### config.mk
export PLATFORM = sky130hd
export DESIGN_NAME = mul_hilo_stage
export DESIGN_NICKNAME = d
export VERILOG_FILES = /design/src/rtl/mul_pkg.sv /design/src/rtl/mul_prod_fifo.sv /design/src/rtl/mul_hilo_stage.sv
export SDC_FILE = /design/constraint.sdc
export NUM_CORES = 1
export LEC_CHECK = 0
export CORE_MARGIN = 4
export CORE_UTILIZATION = 35
export DETAILED_ROUTE_END_ITERATION = 8
export SYNTH_ARGS = -nofsm -noshare
export SYNTH_HDL_FRONTEND = slang
export SYNTH_SLANG_ARGS = --single-unit
### constraint.sdc
create_clock -name clk -period 5.45 [get_ports clk]
set_input_delay 1.09 -clock clk [delete_from_list [all_inputs] [get_ports clk]]
set_output_delay 1.09 -clock clk [all_outputs]
set_load 0.02 [all_outputs]
### src/rtl/mul_pkg.sv
// Shared widths and HI/LO slicing for the multiply result path.
package mul_pkg;

   localparam int PROD_W = 64;
   localparam int WORD_W = 32;
   localparam int HI_MSB = 63;
   localparam int HI_LSB = 32;
   localparam int LO_MSB = 31;
   localparam int LO_LSB = 0;

   typedef struct packed {
      logic [WORD_W-1:0] hi;
      logic [WORD_W-1:0] lo;
   } hilo_t;

   function automatic hilo_t split_prod(input logic [PROD_W-1:0] p);
      hilo_t r;
      r.hi = p[HI_MSB:HI_LSB];
      r.lo = p[LO_MSB:LO_LSB];
      return r;
   endfunction

endpackage

### src/rtl/mul_prod_fifo.sv
// Product buffer between the Booth multiplier and the HI/LO registers.
module mul_prod_fifo
   import mul_pkg::*;
#(
   parameter int DEPTH = 2
) (
   input  logic                     clk,
   input  logic                     clr,
   input  logic                     push,
   input  logic                     pop,
   input  logic [PROD_W-1:0]        din,
   output logic [PROD_W-1:0]        dout,
   output logic [$clog2(DEPTH):0]   count
);

   localparam int PTR_W = $clog2(DEPTH);
   localparam int CNT_W = PTR_W + 1;

   logic [PROD_W-1:0] mem_q [DEPTH];
   logic [PTR_W-1:0]  wr_ptr_q, wr_ptr_d;
   logic [PTR_W-1:0]  rd_ptr_q, rd_ptr_d;
   logic [CNT_W-1:0]  count_q, count_d;

   // Pointers wrap by natural overflow since DEPTH is a power of two.
   always_comb begin
      wr_ptr_d = wr_ptr_q;
      rd_ptr_d = rd_ptr_q;
      count_d  = count_q;
      if (push) wr_ptr_d = wr_ptr_q + 1'b1;
      if (pop)  rd_ptr_d = rd_ptr_q + 1'b1;
      case ({push, pop})
         2'b10:   count_d = count_q + 1'b1;
         2'b01:   count_d = count_q - 1'b1;
         default: count_d = count_q;
      endcase
   end

   always_ff @(posedge clk) begin
      if (clr) begin
         wr_ptr_q <= '0;
         rd_ptr_q <= '0;
         count_q  <= '0;
      end else begin
         wr_ptr_q <= wr_ptr_d;
         rd_ptr_q <= rd_ptr_d;
         count_q  <= count_d;
      end
   end

   always_ff @(posedge clk) begin
      if (push) mem_q[wr_ptr_q] <= din;
   end

   assign dout  = mem_q[rd_ptr_q];
   assign count = count_q;

endmodule

### src/rtl/mul_hilo_stage.sv
// HI/LO register stage: buffers multiplier products and commits them on request.
module mul_hilo_stage
   import mul_pkg::*;
#(
   parameter int DEPTH = 2
) (
   input  logic                     clk,
   input  logic                     clr,
   input  logic                     in_valid,
   output logic                     in_ready,
   input  logic [PROD_W-1:0]        in_product,
   input  logic                     commit_en,
   input  logic                     hi_wr,
   input  logic                     lo_wr,
   input  logic [WORD_W-1:0]        bus_in,
   output logic [WORD_W-1:0]        hi_q,
   output logic [WORD_W-1:0]        lo_q,
   output logic [$clog2(DEPTH):0]   pending,
   output logic                     hilo_valid
);

   localparam int CNT_W = $clog2(DEPTH) + 1;
   localparam logic [CNT_W-1:0] FULL_CNT = CNT_W'(DEPTH);

   logic [WORD_W-1:0] hi_reg_q, hi_reg_d;
   logic [WORD_W-1:0] lo_reg_q, lo_reg_d;
   logic              valid_q, valid_d;
   logic [PROD_W-1:0] head;
   logic              push, pop;
   hilo_t             head_split;

   assign in_ready   = (pending != FULL_CNT);
   assign push       = in_valid && in_ready;
   assign pop        = commit_en && (pending != '0) && !hi_wr && !lo_wr;
   assign head_split = split_prod(head);

   mul_prod_fifo #(.DEPTH(DEPTH)) u_fifo (
      .clk   (clk),
      .clr   (clr),
      .push  (push),
      .pop   (pop),
      .din   (in_product),
      .dout  (head),
      .count (pending)
   );

   // Direct writes win over a commit; the stalled commit leaves the FIFO intact.
   always_comb begin
      hi_reg_d = hi_reg_q;
      lo_reg_d = lo_reg_q;
      valid_d  = valid_q;
      if (hi_wr || lo_wr) begin
         if (hi_wr) hi_reg_d = bus_in;
         if (lo_wr) lo_reg_d = bus_in;
         valid_d = 1'b0;
      end else if (pop) begin
         hi_reg_d = head_split.hi;
         lo_reg_d = head_split.lo;
         valid_d  = 1'b1;
      end
   end

   always_ff @(posedge clk) begin
      if (clr) begin
         hi_reg_q <= '0;
         lo_reg_q <= '0;
         valid_q  <= 1'b0;
      end else begin
         hi_reg_q <= hi_reg_d;
         lo_reg_q <= lo_reg_d;
         valid_q  <= valid_d;
      end
   end

   assign hi_q       = hi_reg_q;
   assign lo_q       = lo_reg_q;
   assign hilo_valid = valid_q;

endmodule

**Word level (Yosys, flattened, before mapping)**

Memories as Yosys holds them, arrays and structs flattened. A register that Yosys moved wholly into a read port is not among the register bits.
Index checks and enable logic that the tools add are counted.
Widths: inputs -> output; s select.

- Register bits after elaboration: 69
- Bits in latches: 0
- Bits in writable memories: 128
- Memory bits (read-only): 0
- Input bits: 102
- Logic and storage cells: 40
- Memories kept: 1

Memory list:

| memory | depth | bits a word | read ports | clocked after memory_dff | write ports | RTL line | text |
|---|---|---|---|---|---|---|---|
| u_fifo.mem_q | 2 | 64 | 1 | 1 | 1 | mul_prod_fifo.sv:19 | `logic [PROD_W-1:0] mem_q [DEPTH];` |

- Add/sub/neg operators: 4
- Multipliers: 0
- Div/mod/pow operators: 0
- $lt $le $gt $ge: 0
- Equal/unequal tests: 5
- Shifts and indexed selects: 0
- Muxes and demuxes: 11
- Bitwise gates (word level): 0
- Reductions and logical operators: 13

Operators by type and width:

| cell | number |
|---|---|
| $mux 32 | 6 |
| $ne 2x2->1 const B | 3 |
| $reduce_bool 2->1 | 3 |
| $logic_and 1x1->1 | 4 |
| $mux 1 | 4 |
| $pmux 2 s2 | 1 |
| $reduce_and 2->1 | 2 |
| $add 1x1->1 const B | 2 |
| $add 2x1->2 const B | 1 |
| $eq 2x1->1 const B | 1 |
| $eq 2x2->1 const B | 1 |
| $logic_not 1->1 | 2 |
| $reduce_or 2->1 | 1 |
| $sub 2x1->2 const B | 1 |
| $logic_or 1x1->1 | 1 |

**Depth between registers and ports, before layout**

- Depth in word-level cells: 6
- Mapped depth: 10
- Depth with buffers taken out: 6

**Cells and area by module**

From an unflattened synthesis, not the netlist that was laid out.

- Cells, all modules: 562
- Area, all modules: 8217.9 um^2

By module, submodules not included:

| module | times used | cells each | area each (um^2) | seq. area each (um^2) |
|---|---|---|---|---|
| mul_prod_fifo | 1 | 219 | 4832.1 | 3943.8 |
| mul_hilo_stage | 1 | 343 | 3385.7 | 1301.2 |

**Worst setup path after synthesis**

OpenSTA, ideal clock, no wires.

- Kind: input -> register
- Start: in in_valid
- End: mem u_fifo.mem_q[1][0] (enable)
- Setup time: 429 ps
- Arrival time: 2645 ps
- Path slack: 2376 ps
- Stages on the path: 1
- Cells stage by stage: and3_1

- Cells in the longest elaborated chain, start to end: 3

Ends and longest elaborated chain:

| element | RTL line | text |
|---|---|---|
| from (decl) | mul_hilo_stage.sv:9 | `input logic in_valid,` |
| $logic_and 1x1->1 | mul_hilo_stage.sv:33 | `assign push = in_valid && in_ready;` |
| $mux 1 | mul_prod_fifo.sv:51 | `if (push) mem_q[wr_ptr_q] <= din;` |
| $mux 1 (not written as such) | mul_prod_fifo.sv:51 |  |
| to (decl) | mul_prod_fifo.sv:19 |  |

No other way between the ends.

**Worst setup path in the final report**

- Start: in lo_wr
- End: reg hi_reg_q[25], in the netlist hi_q[25]

- Cells in the longest elaborated chain, start to end: 4
- Elaborated cells on any way between the ends: 7

Ends and longest elaborated chain:

| element | RTL line | text |
|---|---|---|
| from (decl) | mul_hilo_stage.sv:14 | `input logic lo_wr,` |
| $logic_not 1->1 | mul_hilo_stage.sv:34 | `assign pop = commit_en && (pending != '0) && !hi_wr && !lo_wr;` |
| $logic_and 1x1->1 | mul_hilo_stage.sv:34 |  |
| $reduce_bool 2->1 (no source line) | n/a |  |
| $reduce_and 2->1 (no source line) | n/a |  |
| to (signal assigned) | mul_hilo_stage.sv:69 | `hi_reg_q <= hi_reg_d;` |
| to (decl) | mul_hilo_stage.sv:25 | `logic [WORD_W-1:0] hi_reg_q, hi_reg_d;` |

Parallel ways exist; a longest one is shown, timed or not.
A chain may end at the register's enable or synchronous reset.

==> flow_summary_export.csv <==
group,metric,value,unit
status,status,"completed",
route,dr.first_iter.drc_count,372,
power,p_int,0.002634,W
timing,fin_crit_sh,63.91,%
floorplanning,core-area,21890,um2
floorplanning,num_io_pins,170,
final_layout,fin_nets,813,
worst_hold_path,hp-start,"lo_q[14]$_SDFFE_PP0P_",
critical_path,worst_ep_arrival_time,3.76,ns
critical_path,rr_startpoint,"u_fifo.count[0]$_SDFFE_PP0P_",
clock_tree,numCtsBuffers,17,
clock_tree,post_cts_buffers,0,
logic_synthesis,ys_seq_elements,198,
power,leakage,3.267,nW
critical_path,slowest_stage,"a21oi_4",
power,switching_share,25.19,%
floorplanning,die_y,157.4,um
global_route,grt_overflow,0,
critical_path,worstSetupStartpointType,"input port",
placement,io_buffers,169,
power,finalPower,0.003521,W
timing,skew,0.006130,ns
clock_tree,clk_latency,0.43,ns
placement,place_ws,1.539,ns
route,antenna_left,0,
route,drtPass1Iterations,5,
critical_path,crit_required,5.73,ns
logic_synthesis,synth-seq-area-share,67.13,%
critical_path,crit_family,"buffers and inverters",
logic_synthesis,yosysUniqueCellTypes,27,
critical_path,path_buf_inv,2,
logic_synthesis,mappedNetlistArea,7814,um2
worst_hold_path,min_path_type,"flop to flop",
route,vias,5644,
critical_path,reg2reg_to,"u_fifo.mem_q[0][5]$_DFFE_PP_",
critical_path,cp_cell_sequence,"buf_2 -> inv_1 -> a21oi_4 -> o41ai_1",
placement,hpwl,13900,um
floorplanning,dieArea,24780,um2
route,drc,0,
final_layout,areaGrowthSynthToFinish,31.02,%
timing,maxSlewViolCount,0,
final_layout,ff_latch_area,5249,um2
clock_tree,cts_sinks,198,
route,routed_wl,21770,um
flow_run,cap_viol_max_count,0,
final_layout,fin_util,46.77,%
power,pwr-share-clk,34.5,%
power,p_sw,0.0008867,W
timing,relSlewSlack,18.41,%
logic_synthesis,yosys_warnings,0,
critical_path,cp_max_fo,36,
route,wire_per_inst,21.68,um
power,combinationalPowerShare,14.7,%
final_layout,multi_input_area,2323,um2
clock_tree,path_clk_slew,0.07,ns
clock_tree,postCtsResizedCells,0,
clock_tree,cts-htree-levels,4,
global_route,grt_use_total,17.43,%
timing,period_minus_slack,3.483,ns
critical_path,crit_cells,4,
placement,routabilityCongestion,0.8197,
power,irDropWorstVdd,178.8,uV
final_layout,nFillCells,1967,
timing,setup_viol,0,
clock_tree,cts_root_buf,"clkbuf_16",
route,viasPerCell,5.622,
floorplanning,die_w,157.4,um
clock_tree,cts_tree,"built",
logic_synthesis,ys_top_cells_by_area,"edfxtp_1 (49%), dfxtp_1 (18%), o2111ai_1 (7.2%)",
logic_synthesis,yosysTopAreaCell,"edfxtp_1",
logic_synthesis,synth_nets,685,
timing,whs,0.5087,ns
global_route,antenna_found_initial,1,
timing,rsz0062_at_grt,"no",
power,seqPwrFrac,50.8,%
global_route,grt_pass1_wl,32920,um
timing,fmax,287.1,MHz
timing,layout_setup_ws,1.967,ns
floorplanning,start_util,35.69,%
critical_path,reg2reg_depth,4,
critical_path,r2r_slack,2.97,ns
global_route,grt_pass1_vias,5708,
critical_path,endpoint_kind,"flop",
timing,hold_viol_final,0,
global_route,grt_max_degree,79,
logic_synthesis,syn_avg_cell_area,13.43,um2
clock_tree,clk_path_buf_depth,2,
timing,worst_slew_pin_slew,1.222,ns
critical_path,slowest_delay,1.03,ns
power,power_density,343.9,nW/um2
timing,tns,0,ns
floorplanning,num_rows,54,
critical_path,crit_type,"input port to flop",
final_layout,drive_gt1_share,6.777,%
clock_tree,ctsHoldBuffers,0,
worst_hold_path,whs_endpoint,"lo_q[14]$_SDFFE_PP0P_",
logic_synthesis,syn_inst,582,
logic_synthesis,synth_top_area_share,49.19,%
worst_hold_path,whs_path_depth,2,
[power by group through the flow]
stage / clock, W / combinational [W] / sequential, W
4_1_cts: 0.00124 / 0.000520 / 0.00179
3_3_place_gp: 0 / 0.000510 / 0.00182
6_report: 0.00122 / 0.000516 / 0.00179
3_5_place_dp: 0 / 0.000518 / 0.00182
5_1_grt: 0.00130 / 0.000554 / 0.00180
2_1_floorplan: 0 / 0.000214 / 0.00186
[worst min-delay path: cells and delay by family, from the launching register on]
kind | cells | cell delay (ns)
AOI/OAI and AO/OA | 2 | 0.15
DFF | 1 | 0.31
[synth_stat cells]
| cell type | number |
|---|---|
| nand3b_1 | 1 |
| nand2b_1 | 1 |
| o2111ai_1 | 64 |
| or2_1 | 1 |
| or3_1 | 2 |
| o41ai_1 | 64 |
| inv_1 | 3 |
| nor3_1 | 1 |
| clkbuf_1 | 48 |
| edfxtp_1 | 128 |
| a21bo_2 | 1 |
| buf_6 | 2 |
| nor2_1 | 36 |
| o21a_1 | 1 |
| ha_1 | 1 |
| buf_2 | 11 |
| dfxtp_1 | 70 |
| buf_1 | 5 |
| xnor2_1 | 1 |
| nand2_1 | 1 |
| o21ai_0 | 3 |
| inv_2 | 1 |
| nor2b_1 | 64 |
| and3_1 | 1 |
| xor2_1 | 1 |
| a21oi_1 | 6 |
| a211oi_1 | 64 |
[per-stage QoR]
stage,cells,instance area (um2)
3_3_place_gp,971,9659
4_1_cts,1003,10230
6_report,1004,10240
5_1_grt,1004,10240
2_1_floorplan,582,7814
3_5_place_dp,971,9659
[sequential cells by signal (all words and copies together) (netlist names), named ones only]
| name | cells |
|---|---|
| u_fifo.wr_ptr_q | 1 |
| lo_q | 32 |
| u_fifo.rd_ptr_q | 1 |
| hi_q | 32 |
| u_fifo.count | 2 |
| u_fifo.mem_q | 128 |
| hilo_valid | 1 |
[layout make-up]
type / count / area share [%]
clock inverter: 12 / 1.259
clock buffer: 20 / 4.363
multi-input combinational: 314 / 22.70
sequential: 198 / 51.27
antenna: 1 / 0.02444
tap: 280 / 3.422
inverter: 4 / 0.1467
timing repair buffer: 175 / 16.82
[placed cells by master, fill, tap and decap left out, types with 3 or more instances in the layout]
cell type,instances
a21oi_1,4
buf_2,3
edfxtp_1,128
o41ai_1,64
nor2b_1,64
nor2_1,35
clkbuf_16,17
clkdlybuf4s50_1,166
clkinv_4,4
clkinv_2,5
o2111ai_1,64
buf_4,6
a211oi_1,64
dfxtp_1,69
[layer usage]
layer / vias up / wire [um] / GRT usage (%) / share of wire (%)
li1: 2635 / - / - / -
met1: 2777 / 9635 / 23.14 / 44
met2: 201 / 10530 / 28.41 / 48
met3: 31 / 1235 / 3.547 / 5.7
met4: 0 / 374 / 6.309 / 1.7
met5: - / 0 / 0 / 0
[worst max-delay path by stage]
stage | to | from | slack (ns)
finish | hi_q[25]$_SDFFE_PP0P_ | lo_wr | 1.97
detailed placement | hi_q[25]$_SDFFE_PP0P_ | lo_wr | 1.54
global route | hi_q[18]$_SDFFE_PP0P_ | lo_wr | 1.82
floorplan | u_fifo.mem_q[1][0]$_DFFE_PP_ | in_valid | 2.38
CTS | hi_q[25]$_SDFFE_PP0P_ | lo_wr | 2.03
global placement | hi_q[25]$_SDFFE_PP0P_ | lo_wr | 1.61
[logic make-up after synthesis]
| family | Yosys count | share of synthesized area (%) |
|---|---|---|
| AOI/OAI and AO/OA | 203 | 21.30 |
| DFF | 198 | 67.13 |
| and+or+nand+nor | 108 | 7.462 |
| buffers and inverters | 70 | 3.731 |
| adders and majority gates | 1 | 0.1601 |
| xor gates and xnor gates | 2 | 0.2242 |
Note: power is estimated with default switching activity, not from simulation.
